$ cat config.mk
export PLATFORM = sky130hd
export DESIGN_NAME = reg_dep_tracker_flat
export DESIGN_NICKNAME = d
export VERILOG_FILES = /design/src/rtl/reg_dep_tracker_pkg.sv /design/src/rtl/reg_dep_tracker_if.sv /design/src/rtl/reg_dep_tracker_tag_match.sv /design/src/rtl/reg_dep_tracker.sv /design/src/flat_wrapper.sv
export SDC_FILE = /design/constraint.sdc
export NUM_CORES = 1
export LEC_CHECK = 0
export BUFFER_PORTS_ARGS = -buffer_cell sky130_fd_sc_hd__buf_2
export CORE_AREA = 4 4 68 70
export DETAILED_ROUTE_END_ITERATION = 10
export DIE_AREA = 0 0 72 74
export HOLD_SLACK_MARGIN = 0.12
export PLACE_DENSITY = 0.75
export SYNTH_ARGS = -nofsm -noshare
export SYNTH_HDL_FRONTEND = slang
export SYNTH_SLANG_ARGS = --single-unit
$ cat constraint.sdc
create_clock -name clk -period 2.1 [get_ports clk]
set_input_delay 0.105 -clock clk [delete_from_list [all_inputs] [get_ports clk]]
set_output_delay 0.105 -clock clk [all_outputs]
set_load 0.1 [all_outputs]
$ cat src/rtl/reg_dep_tracker_pkg.sv
// Shared constants and helpers for the register-dependency tracker.
// Entry packing is {valid, rd, load} with load in bit 0.
package reg_dep_tracker_pkg;

    localparam int REG_W_DEF    = 5;
    localparam int FWD_RF       = 0;
    localparam int ENT_LOAD_BIT = 0;
    localparam int ENT_RD_LSB   = 1;

    function automatic int sel_w(input int depth);
        return $clog2(depth + 1);
    endfunction

    function automatic int ent_valid_bit(input int reg_w);
        return reg_w + 1;
    endfunction

endpackage

$ cat src/rtl/reg_dep_tracker_if.sv
// Decode-side issue/operand bundle between decode and the dependency tracker.
interface reg_dep_tracker_if #(
    parameter int REG_W = 5,
    parameter int N_SRC = 2,
    parameter int SEL_W = 2
);
    logic                     issue_valid;
    logic                     issue_ready;
    logic [REG_W-1:0]         issue_rd;
    logic                     issue_wen;
    logic                     issue_load;
    logic [N_SRC*REG_W-1:0]   src_reg;
    logic [N_SRC-1:0]         src_used;
    logic                     stall;
    logic [N_SRC*SEL_W-1:0]   fwd_sel;

    modport master (
        output issue_valid, issue_rd, issue_wen, issue_load, src_reg, src_used,
        input  issue_ready, stall, fwd_sel
    );

    modport slave (
        input  issue_valid, issue_rd, issue_wen, issue_load, src_reg, src_used,
        output issue_ready, stall, fwd_sel
    );
endinterface

$ cat src/rtl/reg_dep_tracker_tag_match.sv
// One operand-vs-tag comparator; register 0 never matches since it reads as zero.
module reg_tag_match #(
    parameter int REG_W = 5
) (
    input  logic [REG_W-1:0] src_reg,
    input  logic             src_used,
    input  logic             tag_valid,
    input  logic [REG_W-1:0] tag_rd,
    output logic             hit
);
    assign hit = src_used && tag_valid && (src_reg == tag_rd) && (src_reg != '0);
endmodule

$ cat src/rtl/reg_dep_tracker.sv
// In-flight destination tag shift register with per-operand forwarding select,
// load-use stall generation and a saturating stall-cycle counter.
module reg_dep_tracker
    import reg_dep_tracker_pkg::*;
#(
    parameter int REG_W      = REG_W_DEF,
    parameter int DEPTH      = 3,
    parameter int N_SRC      = 2,
    parameter int LOAD_AVAIL = 1,
    parameter int CNT_W      = 16
) (
    input  logic             clk,
    input  logic             rst_n,
    input  logic             flush,
    output logic [CNT_W-1:0] stall_cnt,
    reg_dep_tracker_if.slave dep
);
    localparam int SEL_W = sel_w(DEPTH);
    localparam int ENT_W = REG_W + 2;
    localparam int VBIT  = ent_valid_bit(REG_W);

    logic [ENT_W-1:0] entry_reg [DEPTH];
    logic [CNT_W-1:0] stall_cnt_reg;
    logic [DEPTH-1:0] match [N_SRC];
    logic [N_SRC-1:0] op_stall;
    logic             stall;
    logic             accept;
    logic [ENT_W-1:0] entry0_next;

    genvar gi, gk;
    generate
        for (gi = 0; gi < N_SRC; gi++) begin : g_src
            for (gk = 0; gk < DEPTH; gk++) begin : g_stage
                reg_tag_match #(.REG_W(REG_W)) u_match (
                    .src_reg   (dep.src_reg[gi*REG_W +: REG_W]),
                    .src_used  (dep.src_used[gi]),
                    .tag_valid (entry_reg[gk][VBIT]),
                    .tag_rd    (entry_reg[gk][ENT_RD_LSB +: REG_W]),
                    .hit       (match[gi][gk])
                );
            end

            // Scan oldest to youngest so the youngest hit is the one left standing.
            logic [SEL_W-1:0] sel;
            always_comb begin
                sel          = SEL_W'(FWD_RF);
                op_stall[gi] = 1'b0;
                for (int k = DEPTH - 1; k >= 0; k--) begin
                    if (match[gi][k]) begin
                        sel          = SEL_W'(k + 1);
                        op_stall[gi] = (k < LOAD_AVAIL) && entry_reg[k][ENT_LOAD_BIT];
                    end
                end
            end
            assign dep.fwd_sel[gi*SEL_W +: SEL_W] = sel;
        end
    endgenerate

    assign stall           = |op_stall;
    assign dep.stall       = stall;
    assign dep.issue_ready = ~stall;
    assign stall_cnt       = stall_cnt_reg;
    assign accept          = dep.issue_valid && !stall;
    assign entry0_next     = {accept && dep.issue_wen && (dep.issue_rd != '0),
                              dep.issue_rd, dep.issue_load};

    always_ff @(posedge clk or negedge rst_n) begin
        if (!rst_n) begin
            for (int k = 0; k < DEPTH; k++) entry_reg[k] <= '0;
            stall_cnt_reg <= '0;
        end else begin
            if (flush) begin
                for (int k = 0; k < DEPTH; k++) entry_reg[k] <= '0;
            end else begin
                for (int k = 1; k < DEPTH; k++) entry_reg[k] <= entry_reg[k-1];
                entry_reg[0] <= entry0_next;
            end
            if (dep.issue_valid && stall && !flush && (stall_cnt_reg != '1))
                stall_cnt_reg <= stall_cnt_reg + 1'b1;
        end
    end
endmodule

$ cat src/flat_wrapper.sv
// flat-port wrapper written by rule: the top's interface ports become plain ports
module reg_dep_tracker_flat import reg_dep_tracker_pkg::*;
#(
    parameter int REG_W      = REG_W_DEF,
    parameter int DEPTH      = 3,
    parameter int N_SRC      = 2,
    parameter int LOAD_AVAIL = 1,
    parameter int CNT_W      = 16
)
  (clk, rst_n, flush, stall_cnt, dep_issue_valid, dep_issue_rd, dep_issue_wen, dep_issue_load, dep_src_reg, dep_src_used, dep_issue_ready, dep_stall, dep_fwd_sel);
  reg_dep_tracker_if #(.REG_W(REG_W), .N_SRC(N_SRC), .SEL_W(($clog2(DEPTH + 1)))) dep_i ();
  input  logic clk;
  input  logic rst_n;
  input  logic flush;
  output logic [CNT_W-1:0] stall_cnt;
  input wire logic [$bits(dep_i.issue_valid)-1:0] dep_issue_valid;
  input wire logic [$bits(dep_i.issue_rd)-1:0] dep_issue_rd;
  input wire logic [$bits(dep_i.issue_wen)-1:0] dep_issue_wen;
  input wire logic [$bits(dep_i.issue_load)-1:0] dep_issue_load;
  input wire logic [$bits(dep_i.src_reg)-1:0] dep_src_reg;
  input wire logic [$bits(dep_i.src_used)-1:0] dep_src_used;
  output wire logic [$bits(dep_i.issue_ready)-1:0] dep_issue_ready;
  output wire logic [$bits(dep_i.stall)-1:0] dep_stall;
  output wire logic [$bits(dep_i.fwd_sel)-1:0] dep_fwd_sel;
  assign dep_i.issue_valid = dep_issue_valid;
  assign dep_i.issue_rd = dep_issue_rd;
  assign dep_i.issue_wen = dep_issue_wen;
  assign dep_i.issue_load = dep_issue_load;
  assign dep_i.src_reg = dep_src_reg;
  assign dep_i.src_used = dep_src_used;
  assign dep_issue_ready = dep_i.issue_ready;
  assign dep_stall = dep_i.stall;
  assign dep_fwd_sel = dep_i.fwd_sel;
  reg_dep_tracker #(.REG_W(REG_W), .DEPTH(DEPTH), .N_SRC(N_SRC), .LOAD_AVAIL(LOAD_AVAIL), .CNT_W(CNT_W)) u_core (.clk(clk), .rst_n(rst_n), .flush(flush), .stall_cnt(stall_cnt), .dep(dep_i));
endmodule
==> results.cfg <==
[power]
p_total_w = 0.00138
peakVddDrop_v = 0.000406
p_leak_nw = 1.30
p_per_area_nw_per_um2 = 506

[cells_and_area]
insertedDiodeCount = 0
largest_reg_flops = 19
nNetsFinal = 269
final_area_um2 = 2720
final-instance-count-excl-fill = 296
post-route-util_pct = 68.6
drive_above_1_share_pct = 43.5
syn_to_final_growth_pct = 45.4

[drt]
post_drt_wl_per_cell_um = 15.2
drt_iter0_drc = 82
firstDrtPassIters = 4
drt.antenna.violating_nets = 0
finalWirelength_mm = 4.49
drcViolationCount = 0
routed_via_density = 5.25
vias = 1553

[setup_path]
reg2regPathDepth = 7
worstPathRequired_ns = 2.00
end_kind = output port
critPathKind = flop to output port
r2r_slack_ns = -0.02
crit_start = u_core.entry_reg[15]
worstSetupStartpointType = flop
reg2reg_from = u_core.entry_reg[15]
worst-path-max-fanout = 3
cp-endpoint = dep_stall
reg2reg_to = u_core.stall_cnt[1]
crit_arrival_ns = 2.10

[cts]
clkLatencyLatePin_ns = 0.29
path_clk_slew_ns = 0.07
cts_tree = yes
htree_levels = 2
cts_buffer_depth = 2
cts_root_buf = clkbuf_8
cts.sinks = 35
cts_made_buffers = 5

[logic_synthesis]
ys_seq_elements = 35
syn_area_per_cell_um2 = 10.7
yosys_warnings = 0
ys_seq_area_share_pct = 46.8
synth_cells = 175
synth_fp_nets = 199
syn_area_um2 = 1870
ys_types = 36

[global_routing]
gr-usage-met3_pct = 4.46
overflow = 0
grt_use_met1_pct = 22.0
gr-usage-all-layers_pct = 16.8
grt_pass1_vias = 1537
grt_pass1_wl_mm = 6.93
top_usage_layer = met2
grt_max_degree = 36
grt_use_met2_pct = 26.5
antenna_found_initial = 0

[sta]
maxSlewViolCount = 0
rsz0062_at_grt = yes
fmax_mhz = 454
hold_violations = 0
fin_skew_ns = 0.00598
tightest_slew_ns = 0.774
slew-limit-headroom_pct = 48.4
fin_tns_setup_ns = -0.140
setup_ws_ns = -0.101
period_needed_ns = 2.20
fin_crit_sh_pct = 105
setup_viol = 4

[die]
start_util_pct = 47.2
rows = 23
die-area_um2 = 5330
ios = 45
die_h_um = 74
die_w_um = 72
core-area_um2 = 3970

[worst_hold_path]
whs_path_depth = 3
hold_start = flush
hp-class = input port to flop

[place]
dp_cells = 274
place_congestion = 0.853
io_buffers = 44
dp_hpwl_mm = 3.07
place_area_um2 = 2310

[outcome]
violations = negative setup slack
status = complete, but fails checks

[flow_run]
max_cap_viol_count = 0
-- power breakdown --
group          switching [W]  leakage (nW)  internal, W  total, W
clock network       0.000235        0.0515     0.000299  0.000534
registers          0.0000135         0.456     0.000688  0.000702
logic              0.0000758         0.796    0.0000670  0.000143
total               0.000324          1.30      0.00105   0.00138
-- how the worst min path moves through the flow --
stage | to
final | u_core.entry_reg[14]
after global routing | u_core.entry_reg[9]
after CTS | u_core.entry_reg[14]
after detailed placement | u_core.entry_reg[15]
after global placement | u_core.entry_reg[15]
after floorplan | u_core.entry_reg[10]
-- critical path, cell delays in order, from the launching register on --
cell and delay, ns:
dfrtp_1 0.40, xor2_1 0.16, nor4_1 0.32, nand4b_1 0.21, and2_4 0.19, or2b_4 0.28
clkinvlp_4 0.09, buf_12 0.16
-- synth_stat cells --
| master | number | share of area, % |
|---|---|---|
| dfrtp_1 | 35 | 47 |
| xor2_1 | 25 | 12 |
| nor2b_1 | 20 | 6.7 |
| xnor2_1 | 17 | 7.9 |
| nand2_1 | 15 | 3.0 |
| nand3_1 | 10 | 2.7 |
| nor4_1 | 7 | 2.3 |
| nand4_1 | 6 | 2.0 |
| and2_1 | 3 | 1.0 |
| nor2_1 | 3 | 0.60 |
| or4_1 | 3 | 1.2 |
| and3_1 | 2 | 0.67 |
| and3_2 | 2 | 0.80 |
| mux2_4 | 2 | 1.6 |
| nor3_1 | 2 | 0.53 |
| nor4_2 | 2 | 1.3 |
| o21a_1 | 2 | 0.80 |
| a2111oi_0 | 1 | 0.47 |
| a211oi_2 | 1 | 0.67 |
| a21boi_0 | 1 | 0.40 |
| a21oi_1 | 1 | 0.27 |
| and2_2 | 1 | 0.40 |
| and2b_1 | 1 | 0.40 |
| and4_1 | 1 | 0.47 |
| buf_6 | 1 | 0.60 |
| clkbuf_1 | 1 | 0.20 |
| ha_1 | 1 | 0.67 |
| inv_1 | 1 | 0.20 |
| mux2_2 | 1 | 0.60 |
| nand2b_1 | 1 | 0.33 |
| nand4b_1 | 1 | 0.47 |
| o2111a_1 | 1 | 0.60 |
| o21ai_0 | 1 | 0.27 |
| o21ai_2 | 1 | 0.47 |
| or2b_1 | 1 | 0.40 |
| or2b_2 | 1 | 0.47 |
-- cells by family (layout without fill, tap and decap cells) --
family                   after synthesis  after routing  share of synthesized area, %
flip-flops                            35             35                          46.8
AND/OR/NAND/NOR                       82             82                          25.8
buffers and inverters                  3             74                          1.00
AO/OA/AOI/OAI                          9              9                          3.94
XOR/XNOR                              42             42                          19.6
multiplexers                           3              3                          2.20
adder cells (fa/ha/maj)                1              1                         0.668
-- per-stage QoR --
step | hold WS, ns | setup WS, ns
after floorplan | -0.191 | -0.101
after global placement | 0.223 | 0.0624
after detailed placement | 0.230 | 0.0134
after CTS | 0.233 | -0.0896
after global routing | 0.252 | -0.189
final | 0.234 | -0.101
-- metal layers --
| layer | vias to the layer above | wire length, um |
|---|---|---|
| met1 | 747 | 1950 |
| li1 | 743 | - |
| met3 | 13 | 251 |
| met2 | 50 | 2190 |
| met5 | - | 0 |
| met4 | 0 | 101 |
-- cell type report --
class / count / area (um^2)
Fill cell: 279 / 1250
Multi-Input combinational cell: 137 / 1160
Sequential cell: 35 / 892
Timing Repair Buffer: 65 / 503
Clock buffer: 8 / 100
Tap cell: 50 / 62.6
Inverter: 1 / 7.51
-- repair_timing --
item	in CTS	in global routing
pin swaps	10	15
resized for setup	8	27
endpoints found under the hold margin	42	0
setup endpoints to repair	3	20
hold buffers	8	0
setup buffers	4	2
-- layout by cell type, fill, tap and decap left out, types with 2 or more instances in the layout --
| cell | Yosys | layout |
|---|---|---|
| dfrtp_1 | 35 | 22 |
| nor4_1 | 7 | 4 |
| and3_2 | 2 | 2 |
| nand3_1 | 10 | 6 |
| or4_1 | 3 | 3 |
| buf_12 | 0 | 6 |
| and2_1 | 3 | 2 |
| nand4_1 | 6 | 6 |
| dlygate4sd3_1 | 0 | 8 |
| dfrtp_2 | 0 | 13 |
| and3_1 | 2 | 2 |
| nand3_4 | 0 | 2 |
| buf_2 | 0 | 38 |
| nor2_1 | 3 | 3 |
| nand2_1 | 15 | 11 |
| o21a_1 | 2 | 2 |
| xnor2_1 | 17 | 15 |
| nand3_2 | 0 | 2 |
| xnor2_2 | 0 | 2 |
| xor2_1 | 25 | 25 |
| nand2_2 | 0 | 3 |
| buf_4 | 0 | 9 |
| buf_6 | 1 | 4 |
| mux2_4 | 2 | 3 |
| nor3_4 | 0 | 2 |
| nor4_4 | 0 | 4 |
| nor2b_1 | 20 | 20 |
| clkbuf_8 | 0 | 7 |
(Power assumes the default switching activity.)
